## src/rtl/id_ex_stage.sv

```systemverilog
// ID/EX pipeline register: decodes the ALU op, holds operands under a valid/ready
// handshake and applies EX/MEM and MEM/WB forwarding to the held sources.
module id_ex_stage #(
    parameter int unsigned WIDTH  = 32,
    parameter bit          FWD_EN = 1'b1,
    parameter int unsigned CNT_W  = 16
) (
    input  logic             clk,
    input  logic             rst_n,
    input  logic             inValid,
    output logic             inReady,
    input  logic [WIDTH-1:0] rs1Data,
    input  logic [WIDTH-1:0] rs2Data,
    input  logic [WIDTH-1:0] imm,
    input  logic [4:0]       rs1Addr,
    input  logic [4:0]       rs2Addr,
    input  logic [4:0]       rdAddr,
    input  logic [2:0]       funct3,
    input  logic             funct7b5,
    input  logic             useImm,
    input  logic             regWrite,
    input  logic             flush,
    input  logic             exmemRegWrite,
    input  logic [4:0]       exmemRd,
    input  logic [WIDTH-1:0] exmemResult,
    input  logic             memwbRegWrite,
    input  logic [4:0]       memwbRd,
    input  logic [WIDTH-1:0] memwbResult,
    input  logic             outReady,
    output logic             outValid,
    output logic [WIDTH-1:0] a,
    output logic [WIDTH-1:0] b,
    output logic [2:0]       aluOp,
    output logic [4:0]       outRd,
    output logic             outRegWrite,
    output logic             illegal,
    output logic [CNT_W-1:0] issueCount
);

    logic             valid_q;
    logic [WIDTH-1:0] rs1_q, rs2_q, imm_q;
    logic [4:0]       rs1a_q, rs2a_q, rd_q;
    logic             use_imm_q, regwrite_q, illegal_q;
    logic [2:0]       aluop_q;
    logic [CNT_W-1:0] cnt_q;

    logic [2:0]       aluop_d;
    logic             illegal_d;
    logic             capture;
    logic [WIDTH-1:0] fwd1, fwd2;

    assign inReady = !valid_q || outReady;
    assign capture = inValid && inReady && !flush;

    always_comb begin
        aluop_d   = 3'b000;
        illegal_d = 1'b0;
        case (funct3)
            3'b000: aluop_d = (funct7b5 && !useImm) ? 3'b001 : 3'b000;
            3'b111: aluop_d = 3'b010;
            3'b110: aluop_d = 3'b011;
            3'b100: aluop_d = 3'b100;
            3'b001: begin
                if (funct7b5) illegal_d = 1'b1;
                else          aluop_d   = 3'b101;
            end
            default: illegal_d = 1'b1;
        endcase
    end

    always_ff @(posedge clk or negedge rst_n) begin
        if (!rst_n) begin
            valid_q    <= 1'b0;
            rs1_q      <= '0;
            rs2_q      <= '0;
            imm_q      <= '0;
            rs1a_q     <= '0;
            rs2a_q     <= '0;
            rd_q       <= '0;
            use_imm_q  <= 1'b0;
            regwrite_q <= 1'b0;
            illegal_q  <= 1'b0;
            aluop_q    <= 3'b000;
            cnt_q      <= '0;
        end else begin
            if (flush) begin
                valid_q <= 1'b0;
            end else if (capture) begin
                valid_q    <= 1'b1;
                rs1_q      <= rs1Data;
                rs2_q      <= rs2Data;
                imm_q      <= imm;
                rs1a_q     <= rs1Addr;
                rs2a_q     <= rs2Addr;
                rd_q       <= rdAddr;
                use_imm_q  <= useImm;
                regwrite_q <= regWrite && !illegal_d;
                illegal_q  <= illegal_d;
                aluop_q    <= aluop_d;
            end else if (outReady) begin
                valid_q <= 1'b0;
            end
            if (capture && cnt_q != '1) cnt_q <= cnt_q + CNT_W'(1);
        end
    end

    // Forwarding tracks the held indices every cycle so a late writeback lands during a stall.
    always_comb begin
        fwd1 = rs1_q;
        fwd2 = rs2_q;
        if (FWD_EN) begin
            if (exmemRegWrite && exmemRd == rs1a_q && rs1a_q != 5'd0)      fwd1 = exmemResult;
            else if (memwbRegWrite && memwbRd == rs1a_q && rs1a_q != 5'd0) fwd1 = memwbResult;
            if (exmemRegWrite && exmemRd == rs2a_q && rs2a_q != 5'd0)      fwd2 = exmemResult;
            else if (memwbRegWrite && memwbRd == rs2a_q && rs2a_q != 5'd0) fwd2 = memwbResult;
        end
    end

    assign outValid    = valid_q;
    assign a           = valid_q ? fwd1 : '0;
    assign b           = !valid_q ? '0 : (use_imm_q ? imm_q : fwd2);
    assign aluOp       = aluop_q;
    assign outRd       = rd_q;
    assign outRegWrite = regwrite_q;
    assign illegal     = illegal_q;
    assign issueCount  = cnt_q;

endmodule

```

## config.mk

```make
export PLATFORM = sky130hd
export DESIGN_NAME = id_ex_stage
export DESIGN_NICKNAME = d
export VERILOG_FILES = /design/src/rtl/id_ex_stage.sv
export SDC_FILE = /design/constraint.sdc
export NUM_CORES = 1
export LEC_CHECK = 0
export ABC_AREA = 1
export CAP_MARGIN = 20
export CORE_MARGIN = 2
export CORE_UTILIZATION = 42
export DETAILED_ROUTE_END_ITERATION = 12
export PLACE_DENSITY = 0.77
export SLEW_MARGIN = 10
export SYNTH_ARGS = -nofsm -noshare
export SYNTH_HDL_FRONTEND = slang
export SYNTH_SLANG_ARGS = --single-unit
```

## constraint.sdc

```tcl
create_clock -name clk -period 2.02 [get_ports clk]
set_input_delay 0.606 -clock clk [delete_from_list [all_inputs] [get_ports clk]]
set_output_delay 0.606 -clock clk [all_outputs]
set_load 0.01 [all_outputs]
```

=== After elaboration in Yosys (flattened, before gate mapping) ===
Index checks and enable logic that the tools add are counted.

* Flip-flop bits (word level): 134
* Bits of input ports: 198
* Output and inout port bits: 92

* $add $sub $neg: 1
* Eq/ne operators: 9
* Muxes and demuxes: 15
* Bitwise gates (word level): 1
* Reduce and logical (&&, ||, !) cells: 24

{| class="wikitable"
|+ Operator list
! operator !! count
|-
| $mux 32 || 7
|-
| $eq 5x5->1 || 4
|-
| $add 16x1->16 const B || 1
|-
| $ne 16x16->1 const B || 1
|-
| $pmux 3 s5 || 1
|-
| $logic_and 1x1->1 || 13
|-
| $reduce_bool 5->1 || 2
|-
| $eq 3x3->1 const B || 3
|-
| $mux 1 || 5
|-
| $logic_not 1->1 || 4
|-
| $reduce_or 4->1 || 1
|-
| $eq 3x1->1 const B || 1
|-
| $logic_not 3->1 || 1
|-
| $mux 3 || 1
|-
| $reduce_bool 3->1 || 1
|-
| $pmux 1 s2 || 1
|-
| $reduce_and 2->1 || 1
|-
| $logic_or 1x1->1 || 1
|-
| $not 1->1 || 1
|}

=== Depth between registers and ports, before layout ===
Gate-level depths: netlist of the first run.

* Word-level depth: 7
* Gate-level depth with buffers: 11
* Gate-level depth less buffers: 10

=== Least setup slack after synthesis of the first run ===
Ideal clock, no wire load.

* Path type: input to output
* Start point: input exmemRd[3]
* End point: output b[10]
* Arrival: 1.529 ns
* Required time: 1.414 ns
* Path slack: -0.115 ns
* Stages on the path: 9
* Path buffers: 1
* Cells stage by stage: inv_1 -> a21boi_1 -> nand2_1 -> nor2_4 -> buf_4 -> nand3_1 -> nand2_1 -> inv_1 -> a21oi_1

* Word-level cells in the longest chain between the ends: 6

{| class="wikitable"
|+ RTL lines
! element !! line !! RTL
|-
| start, declared || 24 || <nowiki>input logic [4:0] exmemRd,</nowiki>
|-
| $eq 5x5->1 || 114 || <nowiki>if (exmemRegWrite && exmemRd == rs2a_q && rs2a_q != 5'd0) fwd2 = exmemResult;</nowiki>
|-
| $logic_and 1x1->1 (2 in series) || 114 ||
|-
| $mux 32 || 114 ||
|-
| $mux 32 (2 in series) || 121 || <nowiki>assign b = !valid_q ? '0 : (use_imm_q ? imm_q : fwd2);</nowiki>
|-
| end, declared || 32 || <nowiki>output logic [WIDTH-1:0] b,</nowiki>
|}

Every way passes these cells.

=== Worst setup path after layout of the first run ===
* Start point: input memwbRd[3]
* End point: output a[4]

* Word-level cells in the longest chain between the ends: 6

{| class="wikitable"
|+ RTL lines
! element !! line !! RTL
|-
| start, declared || 27 || <nowiki>input logic [4:0] memwbRd,</nowiki>
|-
| $eq 5x5->1 || 113 || <nowiki>else if (memwbRegWrite && memwbRd == rs1a_q && rs1a_q != 5'd0) fwd1 = memwbResult;</nowiki>
|-
| $logic_and 1x1->1 (2 in series) || 113 ||
|-
| $mux 32 || 113 ||
|-
| $mux 32 || 112 || <nowiki>if (exmemRegWrite && exmemRd == rs1a_q && rs1a_q != 5'd0) fwd1 = exmemResult;</nowiki>
|-
| $mux 32 || 120 || <nowiki>assign a = valid_q ? fwd1 : '0;</nowiki>
|-
| end, declared || 31 || <nowiki>output logic [WIDTH-1:0] a,</nowiki>
|}

Every way passes these cells.

==> metrics.log, run 1 <==
INFO  metric combinational_group_share_of_total_power = 0.378
INFO  metric use_met3 = 0.08820
INFO  metric clock_tree_from_tritoncts = yes
INFO  metric endpoint_kind = output port
INFO  metric detail_route.first_pass.iterations = 6
INFO  metric clk_pin_slew = around 60 ps
INFO  metric worst_pin_slew = approximately 480 ps
INFO  metric htree_num_levels = 4
INFO  metric initial_core_utilization = 0.4264
INFO  metric synthDominantAreaCellType = sky130_fd_sc_hd__dfrtp_1
INFO  metric switchingPower = roughly 3.7 mW
INFO  metric power.density = ~730 nW/µm²
INFO  metric ys_types = 30
INFO  metric grt_pass1_wl = 55,210 µm
INFO  metric vias_in_the_first_global_route = around 10,000
INFO  metric power.ir.vdd_worst = roughly 570 µV
INFO  metric grt.overflow.total = 0
INFO  metric synth_nets = ~1,500
INFO  metric total_nets_final = 1,886
INFO  metric status = complete, but fails checks
INFO  metric met2_usage = 0.5371
INFO  metric tritoncts.num_buffers = 17
INFO  metric final_min_period_over_clock_period = 1.432
INFO  metric dr_total_vias = between 10,000 and 15,000
INFO  metric clock.fmax = roughly 350 MHz
INFO  metric power.share.sequential = 0.316
INFO  metric worst_skew_pair.late_latency = roughly 430 ps
INFO  metric syn_inst = roughly 1,300
INFO  metric max_cap_viol_count = 0
INFO  metric layout.cells.most_common_list = sky130_fd_sc_hd__nand2_1, sky130_fd_sc_hd__clkdlybuf4s50_1, sky130_fd_sc_hd__inv_1
INFO  metric final_antenna_net_count = 0
INFO  metric wire_per_inst = approximately 19 µm
INFO  metric initial_antenna_violation_count = 4
INFO  metric synth_seq_area_share = 0.3899
INFO  metric core_area = just over 20,000 µm²
INFO  metric crit_path_start_kind = input port
INFO  metric violations_in_the_final_reports = negative setup slack
INFO  metric power.switching_fraction = 0.3416
INFO  metric postSynthRegisterBits = about 130
INFO  metric setup_ws = -872.0 ps
INFO  metric die-height = between 100 and 150 µm
INFO  metric finalPower = about 11 mW
INFO  metric grt.busiest_layer = met2
INFO  metric final.setup_skew = 7.893 ps
INFO  metric grt_setup_unrepaired = yes
INFO  metric area_growth_syn_to_layout = 69.58%
INFO  metric min_cycle_time_layout = just under 3000 ps
INFO  metric wirelength = around 37,000 µm
INFO  metric data_arrival_time_of_the_critical_path = 2290 ps
INFO  metric via_per_inst = between 5 and 6
INFO  metric drt_iter0_markers = between 1,000 and 1,500
INFO  metric top_cells_by_area_in_the_synthesized_netlist = sky130_fd_sc_hd__dfrtp_1, sky130_fd_sc_hd__nand2_1, sky130_fd_sc_hd__nand3_1
INFO  metric worst-endpoint-required = roughly 1400 ps
INFO  metric globalplace.congestion = 0.9503
INFO  metric netlist_area = between 8000 and 9000 µm²
INFO  metric grt_max_degree = 70
INFO  metric clock-root-buffer = sky130_fd_sc_hd__clkbuf_16
INFO  metric die_width = 147.1 µm
INFO  metric total_leakage_power = ~7.4 nW
INFO  metric worstPathMaxFanout = 7
INFO  metric criticalPathCategory = in -> out
INFO  metric globalRouteMet1Util = 0.4060
INFO  metric io_pins = 290
INFO  metric finish.utilization = 0.7230
INFO  metric netlist.area_leader.share = 0.3899
INFO  metric num_rows = 52
INFO  metric setup-violations-final = 64
INFO  metric drive_above_1_share = 0.2709
INFO  metric clkSinkCount = between 100 and 150
INFO  metric syn_avg_cell_area = between 6 and 7 µm²
INFO  metric drt_drc_violations_left = 0
INFO  metric die_area = around 22,000 µm²
INFO  metric power.clock.fraction = 0.306
INFO  metric most_frequent_standard_cell_in_the_layout_excluding_fill_and_tap_cells = sky130_fd_sc_hd__nand2_1
INFO  metric finalHoldViolCount = 0
INFO  metric number_of_port_buffers = between 200 and 300
INFO  metric worst_hold_path_class = in -> async
INFO  metric max_slew_margin = 0.6795
INFO  metric max-clock-path-buffers = 2
INFO  metric internal-power = 7.046 mW
INFO  metric detailedPlacementHpwl = 22,870 µm
INFO  metric yosysWarnings = 0
INFO  metric grt_usage = 0.3272
INFO  metric finalMaxSlewViolations = 0
-- state kept, by name, summed over array words and instances (netlist names) --
signal,cells
outRd,5
rs1_q,32
outValid,1
rs2_q,32
use_imm_q,1
aluOp,3
rs1a_q,5
issueCount,16
rs2a_q,5
outRegWrite,1
illegal,1
imm_q,32
-- logic make-up after synthesis --
group	synth area share
AND/OR/NAND/NOR	0.3799
buffers and inverters	0.1398
flip-flops	0.3899
AO/OA/AOI/OAI	0.07770
XOR/XNOR	0.01120
adder cells (fa/ha/maj)	0.001455
-- layer usage --
| metal | part of all wire | up-vias |
|---|---|---|
| met2 | 0.47 | 693 |
| met5 | 0.00035 | - |
| met4 | 0.053 | 2 |
| li1 | - | 4817 |
| met3 | 0.10 | 172 |
| met1 | 0.38 | 4961 |
-- critical path, cell delays in order --
cell and delay, ps:
sky130_fd_sc_hd__clkdlybuf4s15_2 240, sky130_fd_sc_hd__inv_2 70, sky130_fd_sc_hd__nand2_1 60, sky130_fd_sc_hd__nand4_1 160, sky130_fd_sc_hd__nor2_4 210, sky130_fd_sc_hd__buf_6 130, sky130_fd_sc_hd__nand2_8 50, sky130_fd_sc_hd__buf_12 140
sky130_fd_sc_hd__buf_8 130, sky130_fd_sc_hd__buf_4 150, sky130_fd_sc_hd__nand2_1 50, sky130_fd_sc_hd__nand3_1 60, sky130_fd_sc_hd__nand2_1 70, sky130_fd_sc_hd__inv_2 40, sky130_fd_sc_hd__buf_6 110
-- synthesized netlist by cell type --
cell / n
sky130_fd_sc_hd__buf_4: 7
sky130_fd_sc_hd__nand2_1: 496
sky130_fd_sc_hd__o31ai_1: 1
sky130_fd_sc_hd__nor2_2: 4
sky130_fd_sc_hd__a31oi_1: 1
sky130_fd_sc_hd__xnor2_1: 3
sky130_fd_sc_hd__buf_1: 5
sky130_fd_sc_hd__a21oi_1: 36
sky130_fd_sc_hd__buf_6: 7
sky130_fd_sc_hd__nor3_2: 1
sky130_fd_sc_hd__o21ai_0: 84
sky130_fd_sc_hd__dfrtp_1: 134
sky130_fd_sc_hd__a21boi_1: 1
sky130_fd_sc_hd__inv_2: 13
sky130_fd_sc_hd__nand4_1: 6
sky130_fd_sc_hd__a22o_1: 1
sky130_fd_sc_hd__nor3_1: 8
sky130_fd_sc_hd__o211ai_1: 1
sky130_fd_sc_hd__nor2_1: 12
sky130_fd_sc_hd__nand3b_1: 33
sky130_fd_sc_hd__nand2_2: 4
sky130_fd_sc_hd__nor2_4: 5
sky130_fd_sc_hd__nor3_4: 2
sky130_fd_sc_hd__buf_2: 43
sky130_fd_sc_hd__nand3_1: 177
sky130_fd_sc_hd__ha_1: 1
sky130_fd_sc_hd__clkbuf_1: 15
sky130_fd_sc_hd__xor2_1: 8
sky130_fd_sc_hd__inv_1: 195
sky130_fd_sc_hd__o21ai_1: 6
-- final timing paths --
check / startpoint / endpoint / slack [ps] / cells past startpoint
worst min register to register: imm_q[24] / imm_q[24] / 470 / 2
min in group clk: imm_q[24] / imm_q[24] / 470 / 2
worst min-delay path: rst_n / outRd[3] / 90 / 1
worst max register to register: outValid / rs2_q[21] / 230 / 9
max in group asynchronous: rst_n / imm_q[14] / 1330 / 2
worst max-delay path: memwbRd[3] / a[4] / -870 / 15
-- power by group through the flow --
stage | Clock [mW] | Combinational, mW | Sequential (mW)
2_1_floorplan | 0 | 1.55 | 3.41
3_3_place_gp | 0 | 3.11 | 3.41
3_5_place_dp | 0 | 3.15 | 3.42
4_1_cts | 3.31 | 3.66 | 3.37
5_1_grt | 3.43 | 4.32 | 3.42
6_report | 3.28 | 4.04 | 3.38
-- cell type report --
cell class / instances / area [µm²]
fill: 1519 / 5587
multi-input combinational: 894 / 4942
timing repair buffer: 432 / 4538
sequential: 134 / 3356
inverter: 208 / 788.3
clock buffer: 20 / 466.7
tap: 270 / 337.8
clock inverter: 10 / 146.4
antenna: 3 / 7.507
-- per-stage QoR --
step	setup slack [ps]	hold WS, ps	instance area (µm²)	instances	TNS (ps)
global route	-962.7	116.1	14580	1968	-52880
global placement	-1421	450.2	12280	1857	-94700
floorplan	-71.05	310.4	8767	1310	-3543
detailed placement	-1463	453.3	12280	1857	-97410
CTS	-828.7	110.8	13980	1947	-46130
finish	-872.0	90.75	14580	1971	-47640
-- repair_timing --
item | in CTS | in global routing
setup endpoints to repair | 70 | 73
setup buffers | 48 | 29
gates resized for setup | 424 | 144
hold buffers | 0 | 0
gates cloned | 13 | 3
pin swaps | 77 | 65
No activity file was read; power rests on OpenSTA's default activity.
==> run 2: changes to the inputs <==
--- a/config.mk
+++ b/config.mk
@@ -7,7 +7,6 @@
 export LEC_CHECK = 0
 export ABC_AREA = 1
 export CAP_MARGIN = 20
-export CORE_MARGIN = 2
 export CORE_UTILIZATION = 42
 export DETAILED_ROUTE_END_ITERATION = 12
 export PLACE_DENSITY = 0.77
==> constraint.sdc (replaced) <==
create_clock -name clk -period 2.45 [get_ports clk]
set_input_delay 0.735 -clock clk [delete_from_list [all_inputs] [get_ports clk]]
set_output_delay 0.735 -clock clk [all_outputs]
set_load 0.01 [all_outputs]
==> run 2 against run 1 <==
Effect of this change: the flow still finishes with violations (negative setup slack); cell count rose by 0.10%; total power fell by 16%; core utilization grew 4.3 points; count of clock-buffer cells in the layout decreased by 2; register-to-register slack improved by 400 ps; combinational power is 15% lower; via count is 1.0% higher; clock skew up 1.5 ps; clock power down 15%; non-clock buffer count grew 10; die area shrank 2.7%; critical path type unchanged; largest cell class unchanged; highest routed layer unchanged.
==> metrics.log, run 2 (same netlist as run 1, synthesis figures left out) <==
INFO  metric die_area = 21,050 µm² (-2.7%)
INFO  metric criticalPathCategory = in -> out
INFO  metric worst_case_register_to_register_setup_slack = 630 ps (+400 ps)
INFO  metric globalRouteMet1Util = 0.4240 (+0.01801)
INFO  metric die_width = 145.1 µm (-1.4%)
INFO  metric grt_usage = 0.3435 (+0.01639)
INFO  metric status = complete, but fails checks
INFO  metric max_cap_viol_count = 0 (unchanged)
INFO  metric area_growth_syn_to_layout = 76.11%
INFO  metric post-route-cell-area = 15,140 µm² (+3.9%)
INFO  metric grt.busiest_layer = met2
INFO  metric die-height = 145.1 µm (-1.4%)
INFO  metric clock.fmax = about 330 MHz
INFO  metric dr_total_vias = 10,750 (+1.0%)
INFO  metric slowest_cell_on_the_critical_path = sky130_fd_sc_hd__nor2_4
INFO  metric worst_path_largest_cell_delay = 190 ps (-50 ps)
INFO  metric setup-violations-final = 64 (unchanged)
INFO  metric placedInstanceArea = 12,200 µm² (-0.64%)
INFO  metric endpoint_kind = output port
INFO  metric final_min_period_over_clock_period = 1.244
INFO  metric detailedPlacementHpwl = 22,610 µm (-1.1%)
INFO  metric finalHoldViolCount = 0 (unchanged)
INFO  metric via_per_inst = 5.450 (+0.91%)
INFO  metric cp.buffers_inverters = 8 (unchanged)
INFO  metric finish.utilization = 0.7656 (+0.04258)
INFO  metric finish.cell_count_without_fillers = 1,973 (+0.10%)
INFO  metric wirelength = 38,140 µm (+2.7%)
INFO  metric data_arrival_time_of_the_critical_path = 2310 ps (+20 ps)
INFO  metric initial_antenna_violation_count = 2 (-2)
INFO  metric num_rows = 51 (-1.9%)
INFO  metric finalPower = 9.026 mW (-16%)
INFO  metric worst-endpoint-required = 1710 ps (+300 ps)
INFO  metric layout.cells.most_common_list = sky130_fd_sc_hd__nand2_1, sky130_fd_sc_hd__clkdlybuf4s50_1, sky130_fd_sc_hd__inv_1
INFO  metric drive_above_1_share = 0.3005 (+0.02962)
INFO  metric setup_ws = -598.1 ps (+273.9 ps)
INFO  metric max-clock-path-buffers = 2 (unchanged)
INFO  metric placed_cells_incl_taps = 1,855 (-0.11%)
INFO  metric worstPathMaxFanout = 8 (+1)
INFO  metric number_of_port_buffers = 289 (unchanged)
INFO  metric clk_pin_slew = 60 ps (about the same)
INFO  metric grt_pass1_wl = 56,420 µm (+2.2%)
INFO  metric htree_num_levels = 4 (unchanged)
INFO  metric grt_setup_unrepaired = yes
INFO  metric worst_skew_pair.late_latency = 430 ps (about the same)
INFO  metric most_frequent_standard_cell_in_the_layout_excluding_fill_and_tap_cells = sky130_fd_sc_hd__nand2_1
INFO  metric max_slew_margin = 0.6162 (-0.06331)
INFO  metric pre_cts_ws = -1249 ps (+214.0 ps)
INFO  metric tritoncts.num_buffers = 17 (unchanged)
INFO  metric io_pins = 290 (unchanged)
INFO  metric total_leakage_power = 7.717 nW (+3.9%)
INFO  metric final.setup_skew = 9.399 ps (+1.506 ps)
INFO  metric violations_in_the_final_reports = negative setup slack
INFO  metric wire_per_inst = 19.33 µm (+2.6%)
INFO  metric met2_usage = 0.5599 (+0.02271)
INFO  metric power.density = 596.0 nW/µm² (-19%)
INFO  metric drt_drc_violations_left = 0 (unchanged)
INFO  metric worst_pin_slew = 571.3 ps (+95.60 ps)
INFO  metric vias_in_the_first_global_route = 10,560 (+1.7%)
INFO  metric worst_hold_path_class = in -> async
INFO  metric critPathMostFrequentCell = sky130_fd_sc_hd__buf_6
INFO  metric initial_core_utilization = 0.4347 (+0.008360)
INFO  metric fillCellCount = 1,329 (-13%)
INFO  metric finalMaxSlewViolations = 0 (unchanged)
INFO  metric clock-root-buffer = sky130_fd_sc_hd__clkbuf_16
INFO  metric grt_max_degree = 60 (-14%)
INFO  metric worstPathCellList = buf_6 > buf_6 > nand2_2 > nand4_1 > nor2_4 > buf_6 > buf_6 > nand2_8 > buf_12 > buf_4 > nand3_2 > nand2_1 > inv_1 > buf_6
INFO  metric biggestRegsByFlops = imm_q: 32 flops, rs1_q: 32 flops, rs2_q: 32 flops
INFO  metric min_cycle_time_layout = around 3000 ps
INFO  metric core_area = 19,780 µm² (-1.9%)
INFO  metric power.ir.vdd_worst = 422.9 µV (-26%)
INFO  metric detail_route.first_pass.iterations = 8 (+2)
INFO  metric total_nets_final = 1,893 (+0.37%)
INFO  metric drt_iter0_markers = 1,005 (-3.4%)
INFO  metric grt.overflow.total = 0 (unchanged)
INFO  metric cp_top_family = buffers and inverters
INFO  metric crit_path_start_kind = input port
INFO  metric globalplace.congestion = 0.9534 (+0.33%)
INFO  metric clkSinkCount = 134 (unchanged)
INFO  metric use_met3 = 0.08270 (-0.005494)
INFO  metric clock_tree_from_tritoncts = yes
INFO  metric final_antenna_net_count = 0 (unchanged)
==> run 2: cell types whose count changed in the layout (fill, tap and decap cells not counted), moves of 11 or more <==
cell	previous run	this run
sky130_fd_sc_hd__nand3_1	113	86
sky130_fd_sc_hd__nand2_4	6	32
sky130_fd_sc_hd__buf_2	43	54
sky130_fd_sc_hd__buf_4	63	41
sky130_fd_sc_hd__buf_12	32	43
sky130_fd_sc_hd__nand2_1	440	418
sky130_fd_sc_hd__buf_6	50	65
sky130_fd_sc_hd__nand3_2	50	83
==> run 2: routing by layer <==
metal	wire [µm]	vias to the layer above	part of all wire
met5	13	-	0.00034
met4	2029	2	0.053
met3	4016	188	0.11
met2	17870	731	0.47
met1	14210	4994	0.37
li1	-	4838	-
==> run 2: where the power goes <==
group / leakage [nW] / internal [mW] / total [mW] / switching (mW)
Clock: 0.301 / 1.71 / 2.79 / 1.08
Combinational: 5.75 / 1.61 / 3.42 / 1.81
Sequential: 1.66 / 2.57 / 2.81 / 0.243
Total: 7.72 / 5.89 / 9.03 / 3.13
==> run 2: through the flow <==
| stage | hold WS, ps | setup TNS [ps] |
|---|---|---|
| floorplan | 436.7 | 0 |
| global placement | 447.6 | -74650 |
| detailed placement | 453.5 | -75090 |
| CTS | 276.3 | -29720 |
| global route | 294.8 | -36220 |
| finish | 256.4 | -31380 |
==> run 2: final cells by class <==
class,instances,area (µm²),share of cell area
diodes,1,2.502,0.0001652
flip-flops and latches,134,3354,0.2215
multi-input cells,891,5114,0.3377
clock buffers,18,429.2,0.02834
well taps,265,331.6,0.02189
inverters,208,780.7,0.05155
repair buffers,442,4935,0.3258
clock inverters,14,197.7,0.01305
==> run 2: what timing repair did <==
action,4_1_cts,5_1_grt
hold buffers,0,0
endpoints found under the hold margin,0,0
gates cloned,16,6
setup endpoints to repair,65,64
pin swaps,67,76
gates resized for setup,566,134
buffers inserted,55,15
==> run 2: final timing paths <==
path,start,endpoint,cells after the start
max reg2reg,outValid,rs2a_q[2],9
min in group clk,imm_q[12],imm_q[12],2
min,rst_n,rs1a_q[2],1
max in group asynchronous,rst_n,imm_q[2],2
max,exmemRd[2],a[26],14
min reg2reg,imm_q[12],imm_q[12],2
==> run 3: changes to the inputs <==
--- a/config.mk
+++ b/config.mk
@@ -9,6 +9,7 @@
 export CAP_MARGIN = 20
 export CORE_UTILIZATION = 42
 export DETAILED_ROUTE_END_ITERATION = 12
+export GPL_TIMING_DRIVEN = 0
 export PLACE_DENSITY = 0.77
 export SLEW_MARGIN = 10
 export SYNTH_ARGS = -nofsm -noshare
==> run 3 against run 2 <==
Effect of this change: the flow still finishes with violations (negative setup slack); count of clock-buffer cells in the layout rose by 4; global-route usage fell by 1.2 points; non-clock buffer count fell by 19; sequential cell count did not move; hold slack improved by 19 ps; critical path depth fell by 3; cell count fell by 1.0%; register-to-register slack got worse by 220 ps; critical path type is now reg -> out; largest power group unchanged; highest routed layer unchanged.
==> metrics.log, run 3 (same netlist as run 1, synthesis figures left out) <==
INFO  metric initial_antenna_violation_count = 2 (unchanged)
INFO  metric clk_pin_slew = 60 ps (about the same)
INFO  metric worst_pin_slew = 605.9 ps (+34.58 ps)
INFO  metric cts_hold_buf = 0 (unchanged)
INFO  metric criticalPathCategory = reg -> out
INFO  metric tritoncts.num_buffers = 17 (unchanged)
INFO  metric initial_core_utilization = 0.4347 (unchanged)
INFO  metric clock-root-buffer = sky130_fd_sc_hd__clkbuf_16
INFO  metric drt_drc_violations_left = 0 (unchanged)
INFO  metric data_arrival_time_of_the_critical_path = 2220 ps (-90 ps)
INFO  metric pre_cts_ws = -1538 ps (-289.0 ps)
INFO  metric cp.buffers_inverters = 5 (-3)
INFO  metric clock.fmax = 337.8 MHz (+3.0%)
INFO  metric grt_max_degree = 76 (+27%)
INFO  metric area_growth_syn_to_layout = 64.85%
INFO  metric worst-endpoint-required = 1710 ps (about the same)
INFO  metric max_slew_margin = 0.5961 (-0.02012)
INFO  metric worst_hold_path_class = in -> async
INFO  metric worst_case_register_to_register_setup_slack = 410 ps (-220 ps)
INFO  metric total_leakage_power = 7.237 nW (-6.2%)
INFO  metric die-height = 145.1 µm (unchanged)
INFO  metric critPathMostFrequentCell = sky130_fd_sc_hd__buf_12
INFO  metric biggestRegsByFlops = imm_q: 32 flops, rs1_q: 32 flops, rs2_q: 32 flops
INFO  metric most_frequent_standard_cell_in_the_layout_excluding_fill_and_tap_cells = sky130_fd_sc_hd__nand2_1
INFO  metric setup-violations-final = 64 (unchanged)
INFO  metric crit_path_start_kind = register
INFO  metric final_hold_slack = 275.2 ps (+18.79 ps)
INFO  metric num_rows = 51 (unchanged)
INFO  metric drt_iter0_markers = 839 (-17%)
INFO  metric r2r.worst_path.cells = 6 (-3)
INFO  metric endpoint_kind = output port
INFO  metric die_area = 21,050 µm² (unchanged)
INFO  metric max_cap_viol_count = 0 (unchanged)
INFO  metric grt.overflow.total = 0 (unchanged)
INFO  metric cp_top_family = buffers and inverters
INFO  metric worst_path_largest_cell_delay = 410 ps (+220 ps)
INFO  metric violations_in_the_final_reports = negative setup slack
INFO  metric placed_cells_incl_taps = 1,865 (+0.54%)
INFO  metric slowest_cell_on_the_critical_path = sky130_fd_sc_hd__dfrtp_1
INFO  metric power.ir.vdd_worst = 484.9 µV (+15%)
INFO  metric die_width = 145.1 µm (unchanged)
INFO  metric finalMaxSlewViolations = 0 (unchanged)
INFO  metric clkSinkCount = 134 (unchanged)
INFO  metric worstPathMaxFanout = 7 (-1)
INFO  metric power.density = 592.3 nW/µm² (-0.62%)
INFO  metric detailedPlacementHpwl = 24,130 µm (+6.7%)
INFO  metric grt_usage = 0.3311 (-0.01245)
INFO  metric detail_route.first_pass.iterations = 5 (-3)
INFO  metric io_pins = 290 (unchanged)
INFO  metric drive_above_1_share = 0.2632 (-0.03734)
INFO  metric final_antenna_net_count = 0 (unchanged)
INFO  metric layout.cells.most_common_list = sky130_fd_sc_hd__nand2_1, sky130_fd_sc_hd__clkdlybuf4s50_1, sky130_fd_sc_hd__inv_1
INFO  metric worst_r2r_startpoint = outValid
INFO  metric vias_in_the_first_global_route = 10,050 (-4.8%)
INFO  metric final.setup_skew = 7.322 ps (-2.077 ps)
INFO  metric grt_setup_unrepaired = yes
INFO  metric worst_skew_pair.late_latency = 430 ps (about the same)
INFO  metric finish.cell_count_without_fillers = 1,953 (-1.0%)
INFO  metric max-clock-path-buffers = 2 (unchanged)
INFO  metric regToRegEndpoint = rs2_q[1]
INFO  metric final_min_period_over_clock_period = 1.208 (-0.03599)
INFO  metric dr_total_vias = 10,470 (-2.6%)
INFO  metric critical_path.startpoint = rs2a_q[2]
INFO  metric finish.utilization = 0.7166 (-0.04896)
INFO  metric number_of_port_buffers = 289 (unchanged)
INFO  metric globalplace.congestion = 0.9294 (-2.5%)
INFO  metric crit_cells = 11 (-3)
INFO  metric status = complete, but fails checks
INFO  metric core_area = 19,780 µm² (unchanged)
INFO  metric finalHoldViolCount = 0 (unchanged)
INFO  metric wirelength = 36,370 µm (-4.6%)
INFO  metric total_nets_final = 1,874 (-1.0%)
INFO  metric wire_per_inst = 18.62 µm (-3.7%)
INFO  metric htree_num_levels = 4 (unchanged)
INFO  metric grt_pass1_wl = 53,920 µm (-4.4%)
INFO  metric worstPathCellList = buf_6 > xnor2_2 > nand2_2 > nor2_4 > buf_12 > buf_12 > nand2_8 > buf_12 > nand3_4 > a21oi_4 > buf_2
INFO  metric clock_tree_from_tritoncts = yes
INFO  metric via_per_inst = 5.362 (-1.6%)
INFO  metric min_cycle_time_layout = 2960 ps (-88.17 ps)
INFO  metric finalPower = 8.397 mW (-7.0%)
INFO  metric setup_ws = -509.9 ps (+88.17 ps)
[run 3: repair_timing]
item / CTS / global route
setup endpoints to repair: 65 / 65
gates resized for setup: 519 / 163
endpoints found under the hold margin: 0 / 0
gates cloned: 17 / 5
pin swaps: 55 / 59
buffers inserted: 32 / 10
[run 3: area by class of cell]
type,instances,area [µm²]
clock buffer,22,464.2
tap,265,331.6
buffer,77,695.7
inverter,208,780.7
multi-input combinational,891,4945
sequential,134,3353
antenna,1,2.502
timing repair buffer,346,3525
fill,1611,5605
clock inverter,9,78.83
[run 3: through the flow]
step | instance area [µm²] | TNS [ps]
6_report | 14180 | -27080
5_1_grt | 14180 | -31080
4_1_cts | 13450 | -24050
3_5_place_dp | 11850 | -103200
3_3_place_gp | 11820 | -745450
2_1_floorplan | 8600 | 0
[run 3: worst register-to-register path, cell delays in order (launching register included)]
cell	delay, ps
sky130_fd_sc_hd__dfrtp_1	400
sky130_fd_sc_hd__inv_1	100
sky130_fd_sc_hd__nor2_4	50
sky130_fd_sc_hd__nor3_4	360
sky130_fd_sc_hd__buf_2	350
sky130_fd_sc_hd__clkbuf_1	430
sky130_fd_sc_hd__o21ai_0	190
[run 3: how the worst max path moves through the flow]
stage               slack (ps)         to
CTS                       -480      b[21]
global route              -570       b[4]
floorplan                   60      b[10]
global placement         -4830  rs2_q[19]
finish                    -510      b[21]
detailed placement       -1540      b[21]
[run 3: metal layers]
metal	routed length [µm]	track usage
met2	16760	0.5305
met4	1547	0.1447
met1	14690	0.4353
met3	3365	0.06164
met5	8	0
[run 3: power by group]
part	internal, mW	switching (mW)
registers	2.57	0.234
clock network	1.43	0.993
logic	1.45	1.72
total	5.45	2.94
